$ cat config.mk
export PLATFORM = sky130hd
export DESIGN_NAME = regfile_wb_arbiter_flat
export DESIGN_NICKNAME = d
export VERILOG_FILES = /design/src/rtl/regfile_wb_arbiter_pkg.sv /design/src/rtl/regfile_wb_arbiter_if.sv /design/src/rtl/regfile_wb_arbiter_rr.sv /design/src/rtl/regfile_wb_arbiter.sv /design/src/flat_wrapper.sv
export SDC_FILE = /design/constraint.sdc
export NUM_CORES = 1
export LEC_CHECK = 0
export CAP_MARGIN = 10
export CORE_ASPECT_RATIO = 2
export CORE_MARGIN = 10
export CORE_UTILIZATION = 38
export CTS_CLUSTER_DIAMETER = 40
export CTS_CLUSTER_SIZE = 40
export DETAILED_ROUTE_END_ITERATION = 10
export PLACE_DENSITY = 0.83
export SLEW_MARGIN = 20
export SYNTH_ARGS = -nofsm -noshare
export SYNTH_HDL_FRONTEND = slang
export SYNTH_SLANG_ARGS = --single-unit
$ cat constraint.sdc
create_clock -name clk -period 2.2 [get_ports clk]
set_clock_uncertainty 0.2 [all_clocks]
set_input_delay 0.44 -clock clk [delete_from_list [all_inputs] [get_ports clk]]
set_output_delay 0.44 -clock clk [all_outputs]
set_load 0.1 [all_outputs]
$ cat src/rtl/regfile_wb_arbiter_pkg.sv
// Shared constants for the register-file writeback arbiter: default widths and
// the requester indices used for the request/grant vectors.
package regfile_wb_arbiter_pkg;
   localparam int XLEN       = 32;
   localparam int REG_ADDR_W = 5;
   localparam int NUM_REGS   = 1 << REG_ADDR_W;
   localparam int REQ_ALU    = 0;
   localparam int REQ_LSU    = 1;
endpackage

$ cat src/rtl/regfile_wb_arbiter_if.sv
// Writeback bus: ALU/LSU requests, issue-stage claim/lookup, and the
// register_memory write port.
interface regfile_wb_arbiter_if #(
   parameter int XLEN       = 32,
   parameter int REG_ADDR_W = 5
);
   localparam int NUM_REGS = 1 << REG_ADDR_W;

   logic                  alu_valid, alu_ready;
   logic [REG_ADDR_W-1:0] alu_rd;
   logic [XLEN-1:0]       alu_data;
   logic                  lsu_valid, lsu_ready;
   logic [REG_ADDR_W-1:0] lsu_rd;
   logic [XLEN-1:0]       lsu_data;
   logic                  claim_valid;
   logic [REG_ADDR_W-1:0] claim_rd, rs1, rs2;
   logic                  stall;
   logic [NUM_REGS-1:0]   pending;
   logic                  wr_enable;
   logic [REG_ADDR_W-1:0] wr_address;
   logic [XLEN-1:0]       wr_data;

   modport slave (
      input  alu_valid, alu_rd, alu_data, lsu_valid, lsu_rd, lsu_data,
             claim_valid, claim_rd, rs1, rs2,
      output alu_ready, lsu_ready, stall, pending, wr_enable, wr_address, wr_data
   );
   modport master (
      output alu_valid, alu_rd, alu_data, lsu_valid, lsu_rd, lsu_data,
             claim_valid, claim_rd, rs1, rs2,
      input  alu_ready, lsu_ready, stall, pending, wr_enable, wr_address, wr_data
   );
endinterface

$ cat src/rtl/regfile_wb_arbiter_rr.sv
// Two-way writeback grant: round-robin on ties, or LSU-first when
// FIXED_PRIORITY is set. Grants are suppressed while reset is high.
module wb_rr_arbiter2
   import regfile_wb_arbiter_pkg::*;
#(
   parameter int FIXED_PRIORITY = 0
)(
   input  logic       clk,
   input  logic       reset,
   input  logic [1:0] req_i,
   output logic [1:0] gnt_o
);
   // Reset value 0 means "ALU granted last", so the LSU wins the first tie.
   logic last_lsu_q, last_lsu_d;

   always_comb begin
      gnt_o = '0;
      if (!reset) begin
         if (req_i[REQ_ALU] && req_i[REQ_LSU]) begin
            if (FIXED_PRIORITY != 0 || !last_lsu_q) gnt_o[REQ_LSU] = 1'b1;
            else                                     gnt_o[REQ_ALU] = 1'b1;
         end else begin
            gnt_o = req_i;
         end
      end
   end

   always_comb begin
      last_lsu_d = last_lsu_q;
      if (gnt_o[REQ_LSU])      last_lsu_d = 1'b1;
      else if (gnt_o[REQ_ALU]) last_lsu_d = 1'b0;
   end

   always_ff @(posedge clk) begin
      if (reset) last_lsu_q <= 1'b0;
      else       last_lsu_q <= last_lsu_d;
   end
endmodule

$ cat src/rtl/regfile_wb_arbiter.sv
// Shares the register_memory write port between ALU and LSU writeback and keeps
// the pending-write scoreboard the issue stage uses for RAW stalls.
module regfile_wb_arbiter #(
   parameter int XLEN           = regfile_wb_arbiter_pkg::XLEN,
   parameter int REG_ADDR_W     = regfile_wb_arbiter_pkg::REG_ADDR_W,
   parameter int FIXED_PRIORITY = 0
)(
   input  logic                 clk,
   input  logic                 reset,
   regfile_wb_arbiter_if.slave  bus
);
   import regfile_wb_arbiter_pkg::*;

   localparam int NREGS = 1 << REG_ADDR_W;

   logic [1:0]            req, gnt;
   logic                  grant;
   logic [REG_ADDR_W-1:0] g_rd;
   logic [XLEN-1:0]       g_data;
   logic [NREGS-1:0]      pending_q, pending_d;
   logic                  wr_en_q;
   logic [REG_ADDR_W-1:0] wr_addr_q;
   logic [XLEN-1:0]       wr_data_q;

   always_comb begin
      req          = '0;
      req[REQ_ALU] = bus.alu_valid;
      req[REQ_LSU] = bus.lsu_valid;
   end

   wb_rr_arbiter2 #(.FIXED_PRIORITY(FIXED_PRIORITY)) u_arb (
      .clk   (clk),
      .reset (reset),
      .req_i (req),
      .gnt_o (gnt)
   );

   assign grant  = |gnt;
   assign g_rd   = gnt[REQ_LSU] ? bus.lsu_rd   : bus.alu_rd;
   assign g_data = gnt[REQ_LSU] ? bus.lsu_data : bus.alu_data;

   // Clear first, then set: a claim in the same cycle as the retiring write
   // belongs to a newly issued producer and must survive.
   always_comb begin
      pending_d = pending_q;
      if (grant)           pending_d[g_rd]         = 1'b0;
      if (bus.claim_valid) pending_d[bus.claim_rd] = 1'b1;
      pending_d[0] = 1'b0;
   end

   always_ff @(posedge clk) begin
      if (reset) begin
         wr_en_q   <= 1'b0;
         wr_addr_q <= '0;
         wr_data_q <= '0;
         pending_q <= '0;
      end else begin
         pending_q <= pending_d;
         if (grant) begin
            wr_en_q   <= (g_rd != '0);
            wr_addr_q <= g_rd;
            wr_data_q <= g_data;
         end else begin
            wr_en_q   <= 1'b0;
         end
      end
   end

   assign bus.alu_ready  = gnt[REQ_ALU];
   assign bus.lsu_ready  = gnt[REQ_LSU];
   assign bus.stall      = pending_q[bus.rs1] | pending_q[bus.rs2];
   assign bus.pending    = pending_q;
   assign bus.wr_enable  = wr_en_q;
   assign bus.wr_address = wr_addr_q;
   assign bus.wr_data    = wr_data_q;
endmodule

$ cat src/flat_wrapper.sv
// flat-port wrapper written by rule: the top's interface ports become plain ports
module regfile_wb_arbiter_flat import regfile_wb_arbiter_pkg::*;
#(
   parameter int XLEN           = regfile_wb_arbiter_pkg::XLEN,
   parameter int REG_ADDR_W     = regfile_wb_arbiter_pkg::REG_ADDR_W,
   parameter int FIXED_PRIORITY = 0
)
  (clk, reset, bus_alu_valid, bus_alu_rd, bus_alu_data, bus_lsu_valid, bus_lsu_rd, bus_lsu_data, bus_claim_valid, bus_claim_rd, bus_rs1, bus_rs2, bus_alu_ready, bus_lsu_ready, bus_stall, bus_pending, bus_wr_enable, bus_wr_address, bus_wr_data);
  regfile_wb_arbiter_if #(.XLEN(XLEN), .REG_ADDR_W(REG_ADDR_W)) bus_i ();
  input  logic clk;
  input  logic reset;
  input wire logic [$bits(bus_i.alu_valid)-1:0] bus_alu_valid;
  input wire logic [$bits(bus_i.alu_rd)-1:0] bus_alu_rd;
  input wire logic [$bits(bus_i.alu_data)-1:0] bus_alu_data;
  input wire logic [$bits(bus_i.lsu_valid)-1:0] bus_lsu_valid;
  input wire logic [$bits(bus_i.lsu_rd)-1:0] bus_lsu_rd;
  input wire logic [$bits(bus_i.lsu_data)-1:0] bus_lsu_data;
  input wire logic [$bits(bus_i.claim_valid)-1:0] bus_claim_valid;
  input wire logic [$bits(bus_i.claim_rd)-1:0] bus_claim_rd;
  input wire logic [$bits(bus_i.rs1)-1:0] bus_rs1;
  input wire logic [$bits(bus_i.rs2)-1:0] bus_rs2;
  output wire logic [$bits(bus_i.alu_ready)-1:0] bus_alu_ready;
  output wire logic [$bits(bus_i.lsu_ready)-1:0] bus_lsu_ready;
  output wire logic [$bits(bus_i.stall)-1:0] bus_stall;
  output wire logic [$bits(bus_i.pending)-1:0] bus_pending;
  output wire logic [$bits(bus_i.wr_enable)-1:0] bus_wr_enable;
  output wire logic [$bits(bus_i.wr_address)-1:0] bus_wr_address;
  output wire logic [$bits(bus_i.wr_data)-1:0] bus_wr_data;
  assign bus_i.alu_valid = bus_alu_valid;
  assign bus_i.alu_rd = bus_alu_rd;
  assign bus_i.alu_data = bus_alu_data;
  assign bus_i.lsu_valid = bus_lsu_valid;
  assign bus_i.lsu_rd = bus_lsu_rd;
  assign bus_i.lsu_data = bus_lsu_data;
  assign bus_i.claim_valid = bus_claim_valid;
  assign bus_i.claim_rd = bus_claim_rd;
  assign bus_i.rs1 = bus_rs1;
  assign bus_i.rs2 = bus_rs2;
  assign bus_alu_ready = bus_i.alu_ready;
  assign bus_lsu_ready = bus_i.lsu_ready;
  assign bus_stall = bus_i.stall;
  assign bus_pending = bus_i.pending;
  assign bus_wr_enable = bus_i.wr_enable;
  assign bus_wr_address = bus_i.wr_address;
  assign bus_wr_data = bus_i.wr_data;
  regfile_wb_arbiter #(.XLEN(XLEN), .REG_ADDR_W(REG_ADDR_W), .FIXED_PRIORITY(FIXED_PRIORITY)) u_core (.clk(clk), .reset(reset), .bus(bus_i));
endmodule
======== Word level (Yosys, flattened, before mapping) ========
Index checks and enable logic that the tools add are counted.
storage, ports and cells
  logic and storage cells ................. 42
  output and inout port bits .............. 73
  bits in registers ....................... 71
cells by class
  muxes and demuxes ....................... 18
  bitwise operators ....................... 5
  reduce and logical (&&, ||, !) cells .... 7
  magnitude comparators ................... 6
operators by type and width
  kind                                                                                 number
  32-bit 2-to-1 mux                                                                    3
  32-bit AND                                                                           1
  32-bit inverter                                                                      1
  32-bit bitwise OR                                                                    1
  5-bit by 6-bit < comparator with 1-bit output, second input constant                 4
  1-bit binary-select mux with 5-bit select                                            2
  1-bit demux with 5-bit select                                                        2
  5-bit by 1-bit greater-or-equal comparator with 1-bit output, second input constant  2
  1-bit 2-to-1 mux                                                                     8
  5-bit 2-to-1 mux                                                                     1
  5-bit nonzero test                                                                   1
  2-bit 2-to-1 mux                                                                     2
  2-bit OR reduction                                                                   2
  1-bit logical AND                                                                    3
  2-bit nonzero test                                                                   1
  1-bit inverter                                                                       1
  1-bit bitwise OR                                                                     1

======== Longest topological paths before layout ========
Gate-level depths: netlist of run 1.
  depth after elaboration ................. 13
  depth in mapped cells ................... 7

======== Modules after synthesis ========
A second synthesis of run 1 with hierarchy kept.
second synthesis, totals
  cell total of the unflattened synthesis .. 445
  area total of the unflattened synthesis .. 3706.1 µm²
modules (own cells, without submodules)
  module              area an instance (µm²)  sequential area each (µm²)  instances  cells an instance
  regfile_wb_arbiter  3637.2                  1381.3                      1          438
  wb_rr_arbiter2      68.8                    20.0                        1          7

======== Worst setup path after synthesis of run 1 ========
Ideal clock, no wire load.
  path type ............................... flip-flop to output port
  start point ............................. reg u_core.pending_q[25] (netlist: u_core.bus.pending[25])
  end point ............................... out bus_stall
  cell stages (with the launch flop) ...... 6
  path slack .............................. -1.559 ns
  data arrival time ....................... 3.119 ns
  required time ........................... 1.560 ns
  path through ............................ dfxtp_1 mux4_2 nand2_1 o211ai_1 a21oi_1 o211ai_1
on the way
  cells in the longest elaborated chain, start to end .. 3
RTL lines
  item                                       line                      text
  from (decl)                                regfile_wb_arbiter.sv:20  logic [NREGS-1:0] pending_q, pending_d;
  from (signal assigned)                     regfile_wb_arbiter.sv:58  pending_q <= pending_d;
  1-bit binary-select mux with 5-bit select  regfile_wb_arbiter.sv:71  assign bus.stall = pending_q[bus.rs1] | pending_q[bus.rs2];
  1-bit 2-to-1 mux (not written as such)     regfile_wb_arbiter.sv:71
  1-bit bitwise OR *                         regfile_wb_arbiter.sv:71
  to (decl)                                  flat_wrapper.sv:24        output wire logic [$bits(bus_i.stall)-1:0] bus_stall;
Every way passes the cells marked *; elsewhere a longest branch is shown, timed or not. The select of a mux whose other input is x is not followed.

======== Worst setup path after layout of run 1 ========
  start point ............................. in bus_rs1[0]
  end point ............................... out bus_stall
on the way
  cells in the longest elaborated chain, start to end .. 3
RTL lines
  item                                       line                      text
  from (decl)                                flat_wrapper.sv:20        input wire logic [$bits(bus_i.rs1)-1:0] bus_rs1;
  1-bit binary-select mux with 5-bit select  regfile_wb_arbiter.sv:71
  1-bit 2-to-1 mux (not written as such)     regfile_wb_arbiter.sv:71
  1-bit bitwise OR                           regfile_wb_arbiter.sv:71
No other way between the ends. The select of a mux whose other input is x is not followed.

==> flow_metrics.tcl, run 1 <==
set metrics [dict create \
    outcome "finished, violations left" \
    violations "negative setup slack" \
    avgSynthCellArea_um2 8.50 \
    synth_flop_cell "dfxtp_1" \
    cts_sinks 70 \
    cp-end-kind "primary output" \
    p_leak_nw 2.57 \
    hold_buffers 0 \
    synth_nets 535 \
    cpMaxStageDelayCell "mux4_2" \
    numPortBuffers 165 \
    worstMarginPinSlew_ps 576 \
    crit_type "in2out" \
    layout-drive-gt1-share 0.345 \
    first_iter_violations 268 \
    coreArea_um2 9700 \
    cp-start-kind "primary input" \
    cts_max_level 3 \
    report.final.slew_viol_count 0 \
    fin_crit_sh 1.15 \
    setup_viol 1 \
    place_area_um2 5870 \
    antennaDiodeCount 0 \
    via_per_inst 5.61 \
    period_minus_slack_ps 2540 \
    async_flop_share 0 \
    grt_max_degree 47 \
    hold_viol_final 0 \
    initial_core_util 0.387 \
    layout-area-overhead-vs-synth_pct 67.3 \
    fin_nets 738 \
    crit_buf_inv 3 \
    antenna_found_initial 0 \
    drv_cap 0 \
    die_width_um 90.2 \
    die-area_um2 14500 \
    grt_usage 0.207 \
    setup_tns_ps -338 \
    place_ws_ps -830 \
    synth_area_um2 3750 \
    rsz0062_at_grt "true" \
    hp-class "reg2reg" \
    critPathTopFamily "multiplexers" \
    wl_um 15600 \
    timing.hold.ws_ps 296 \
    seq_area_frac_synth 0.374 \
    routabilityCongestion 0.977 \
    yosys_warnings 0 \
    synth_cells 441 \
    synth_seq_cells 70 \
    routedWlPerCell_um 20.0 \
    grt_pass1_wl_um 24500 \
    routed-via-count 4385 \
    grt_pass1_vias 4611 \
    postRouteAntennaNets 0 \
    dr.pass1.iters 5 \
    cts_buffer_depth 2 \
    ir_drop_uv 560 \
    clk_pin_slew_ps 50 \
    row_count 51 \
    cts_tree "yes" \
    stdcell_count 781 \
    critPathMaxStageDelay_ps 500 \
    die_y_um 160 \
    ioPinCount 167 \
    crit_arrival_ps 1900 \
    globalRouteOverflowTotal 0 \
    max_freq_mhz 394 \
    clkLatencyLatePin_ps 330 \
    maxSlewHeadroom 0.615 \
    place_inst 762 \
    drc_errors 0 \
    cts_buffers 9 \
    dp_hpwl_um 12200 \
    final_area_um2 6270 \
    synth.distinct_cells 49 \
    crit_chain "buf_6 -> buf_8 -> mux4_2 -> mux2_4 -> a21oi_2 -> o211ai_1 -> buf_12" \
    cts-root-buf "clkbuf_16" \
    path_max_fanout 6 \
    worst_slack_ps -338 \
    synth_edf_count 0 \
    crit_required_ps 1560 \
    powerDensity_nw_per_um2 632 \
]
-- worst reg2reg max path: stages, from the launching register on --
cell	delay [ps]
dfxtp_1	360
a21o_1	260
or4_4	460
a21oi_4	320
nand3_1	140
a31o_2	260
-- repair_timing --
| item | in CTS | in global routing |
|---|---|---|
| resized for setup | 36 | 13 |
| buffers inserted | 1 | 0 |
| setup endpoints to repair | 21 | 19 |
| cloned | 2 | 0 |
| pin swaps | 4 | 2 |
-- flip-flops by register name, indices dropped and copies added (netlist names) --
| signal | flops |
|---|---|
| u_core.bus.wr_address | 5 |
| u_core.bus.wr_data | 32 |
| u_core.bus.wr_enable | 1 |
| u_core.u_arb.last_lsu_q | 1 |
| u_core.bus.pending | 31 |
-- through the flow --
step / power, mW / util
final: 3.97 / 0.647
after global routing: 4.11 / 0.647
after CTS: 3.98 / 0.642
after detailed placement: 2.60 / 0.605
after global placement: 2.58 / 0.605
after floorplan: 2.13 / -
-- synth_stat cells (all sizes together), types with 2 or more instances --
cell	n	area [um^2]
dfxtp	70	1400
nor3b	2	15.0
or3b	3	26.3
a31oi	3	18.8
nand3b	2	15.0
a311o	5	50.1
nand2	87	334
a311oi	37	324
o311ai	2	17.5
nand4	4	25.0
a21oi	8	62.6
nor2b	3	18.8
a32o	15	150
a31o	9	78.8
o21a	2	15.0
o211ai	3	22.5
mux2i	7	73.8
and3b	2	17.5
mux2	4	48.8
nand3	20	100
nor3	4	20.0
inv	14	55.1
or3	5	31.3
nand4b	2	17.5
clkbuf	18	67.6
nor2	56	210
buf	14	72.6
mux4	13	293
o21ai	15	75.1
nand2b	2	12.5
-- kinds of logic after synthesis --
| family | after synthesis | synth area share |
|---|---|---|
| buffers and inverters | 46 | 0.0521 |
| other | 1 | 0.00100 |
| and+or+nand+nor | 195 | 0.231 |
| AOI/OAI and AO/OA | 105 | 0.231 |
| DFF | 70 | 0.374 |
| muxes | 24 | 0.111 |
-- worst paths after layout --
path	to	cells after the start	from	slack (ps)
worst max register to register	u_core.bus.pending[16]	5	u_core.u_arb.last_lsu_q	90
worst min register to register	u_core.bus.wr_data[14]	2	u_core.bus.wr_data[14]	300
worst min-delay path	u_core.bus.wr_data[14]	2	u_core.bus.wr_data[14]	300
worst max-delay path	bus_stall	7	bus_rs1[0]	-340
-- cell usage in the layout (no fill, tap or decap), drive strengths merged, types with 4 or more instances in the layout --
cell type,synthesis,layout
clkbuf,18,15
clkdlybuf4s50,0,81
mux2i,7,7
nand4,4,4
o21ai,15,15
a21oi,8,8
a32o,15,15
mux4,13,13
nand2,87,87
mux2,4,4
nor2,56,56
a311oi,37,37
or3,5,5
a311o,5,5
a31o,9,9
buf,14,135
dfxtp,70,70
nand3,20,20
nor3,4,4
inv,14,14
-- layout make-up --
cell class | count | area (um^2)
well taps | 132 | 165
multi-input cells | 325 | 2220
inverters | 14 | 57.6
fillers | 807 | 3430
flip-flops and latches | 70 | 1520
repair buffers | 224 | 2030
clock buffers | 15 | 278
clock inverters | 1 | 5.00
-- layer usage --
layer,vias to the layer above,share of wire,track usage
met1,2076,0.33,0.189
met2,215,0.56,0.403
met4,0,0.031,0.0822
met3,39,0.074,0.0705
met5,-,0,0
li1,2055,-,-
-- report_power, final --
group	switching [mW]	internal (mW)
clock network	0.509	0.854
logic	0.829	0.431
registers	0.0429	1.30
Note: power is estimated with default switching activity, not from simulation.
==> inputs of run 2 (changes only) <==
--- a/config.mk
+++ b/config.mk
@@ -7,9 +7,9 @@
 export LEC_CHECK = 0
 export CAP_MARGIN = 10
 export CORE_ASPECT_RATIO = 2
-export CORE_MARGIN = 10
+export CORE_MARGIN = 3
 export CORE_UTILIZATION = 38
-export CTS_CLUSTER_DIAMETER = 40
+export CTS_CLUSTER_DIAMETER = 150
 export CTS_CLUSTER_SIZE = 40
 export DETAILED_ROUTE_END_ITERATION = 10
 export PLACE_DENSITY = 0.83
==> flow_metrics.tcl, run 2 (synthesis gave the netlist of run 1 again) <==
set metrics [dict create \
    row_count 50 \
    outcome "finished, violations left" \
    hold_viol_final 0 \
    fin_nets 741 \
    drv_cap 0 \
    r2r_cells 5 \
    crit_type "reg2out" \
    drc_errors 0 \
    powerDensity_nw_per_um2 642 \
    ir_drop_uv 459 \
    report.final.slew_viol_count 0 \
    switching_share 0.339 \
    final_cell_mix "buf_4 (126), nand2_1 (86), clkdlybuf4s50_1 (81)" \
    largest_reg_flops 32 \
    seq_area_um2 1520 \
    hp-class "reg2reg" \
    r2r_start "u_core.u_arb.last_lsu_q" \
    multi_input_area_um2 2210 \
    routed-via-count 4434 \
    dp_hpwl_um 10900 \
    grt_pass1_wl_um 22100 \
    min_to "u_core.bus.wr_data[28]" \
    hold_buffers 0 \
    p_leak_nw 2.59 \
    routedWlPerCell_um 18.1 \
    clk_pin_slew_ps 50 \
    grt_max_degree 41 \
    nFillCells 812 \
    cp-end-kind "primary output" \
    clkPwrFrac 0.358 \
    die_y_um 146 \
    period_minus_slack_ps 2600 \
    setup_tns_ps -400 \
    die_width_um 76.2 \
    worstHoldStart "u_core.bus.wr_data[28]" \
    r2r_setup_slack_ps 80 \
    cp-start-kind "register" \
    pwr-share-seq 0.333 \
    globalRouteOverflowTotal 0 \
    grt_pass1_vias 4550 \
    initial_core_util 0.394 \
    layout-area-overhead-vs-synth_pct 67.3 \
    cts-root-buf "clkbuf_16" \
    crit_required_ps 1560 \
    cts_buffer_depth 2 \
    setup_viol 1 \
    violations "negative setup slack" \
    p_sw_mw 1.37 \
    wl_um 14100 \
    place_ws_ps -813 \
    rsz0062_at_grt "true" \
    ioPinCount 167 \
    antenna_found_initial 0 \
    layout-drive-gt1-share 0.353 \
    worst_slack_ps -400 \
    final_util 0.660 \
    fin_crit_sh 1.18 \
    postRouteAntennaNets 0 \
    via_per_inst 5.67 \
    grt_usage 0.249 \
    dr.pass1.iters 5 \
    cts_tree "yes" \
    cts_buffers 9 \
    routabilityCongestion 0.916 \
    cts_sinks 70 \
    path_max_fanout 3 \
    die-area_um2 11200 \
    crit_arrival_ps 1960 \
    r2r-end "u_core.bus.pending[20]" \
    coreArea_um2 9510 \
    antennaDiodeCount 0 \
    power_mw 4.03 \
    first_iter_violations 298 \
    cts_max_level 3 \
    p_int_mw 2.66 \
    numPortBuffers 165 \
    final_common_cell "buf_4" \
    clkLatencyLatePin_ps 330 \
    comb_power_share 0.309 \
    max_freq_mhz 385 \
    hold_depth 2 \
]
[run 2: power groups by stage]
stage	combinational, mW	sequential [mW]	clock, mW
floorplan	0.322	1.81	0
global placement	1.20	1.37	0
detailed placement	1.22	1.37	0
CTS	1.24	1.34	1.47
global route	1.30	1.35	1.51
finish	1.24	1.34	1.44
[run 2: worst max path at each step]
| stage | cells past startpoint | to | slack [ps] | from |
|---|---|---|---|---|
| after global placement | 7 | bus_stall | -790 | bus_rs1[0] |
| after CTS | 5 | bus_stall | -360 | u_core.bus.pending[23] |
| after floorplan | 6 | bus_stall | -1050 | bus_rs1[0] |
| final | 5 | bus_stall | -400 | u_core.bus.pending[23] |
| after global routing | 8 | bus_stall | -440 | bus_rs2[1] |
| after detailed placement | 6 | bus_stall | -810 | bus_rs2[0] |
[run 2: worst max-delay path, cell delays in order, from the launching register on]
cell and delay (ps):
dfxtp_4 350, mux4_2 460, mux2_4 280, a31oi_1 160, o211ai_1 150, clkbuf_16 230
[run 2: what timing repair did]
action / CTS / global route
hold endpoints to repair: 0 / 0
pin swaps: 4 / 4
resized for setup: 33 / 12
endpoints found under the setup margin: 25 / 24
setup buffers: 3 / 1
gates cloned: 1 / 0
[run 2: cell type report]
type | instances | share of cell area
Tap cell | 130 | 0.0259
Inverter | 14 | 0.00917
Sequential cell | 70 | 0.242
Clock inverter | 4 | 0.00718
Multi-Input combinational cell | 325 | 0.352
Timing Repair Buffer | 227 | 0.322
Clock buffer | 12 | 0.0409
[run 2: per-stage QoR]
step,cells,area (um^2),hold WS [ps]
floorplan,441,3890,331
global placement,761,5850,286
detailed placement,761,5850,291
CTS,781,6230,298
global route,782,6270,322
finish,782,6270,295
[run 2: layer usage]
metal / vias to the layer above / track usage / routed length, um
li1: 2048 / - / -
met1: 2063 / 0.226 / 4550
met2: 249 / 0.479 / 7830
met3: 74 / 0.0519 / 883
met4: 0 / 0.170 / 861
met5: - / 0 / 0
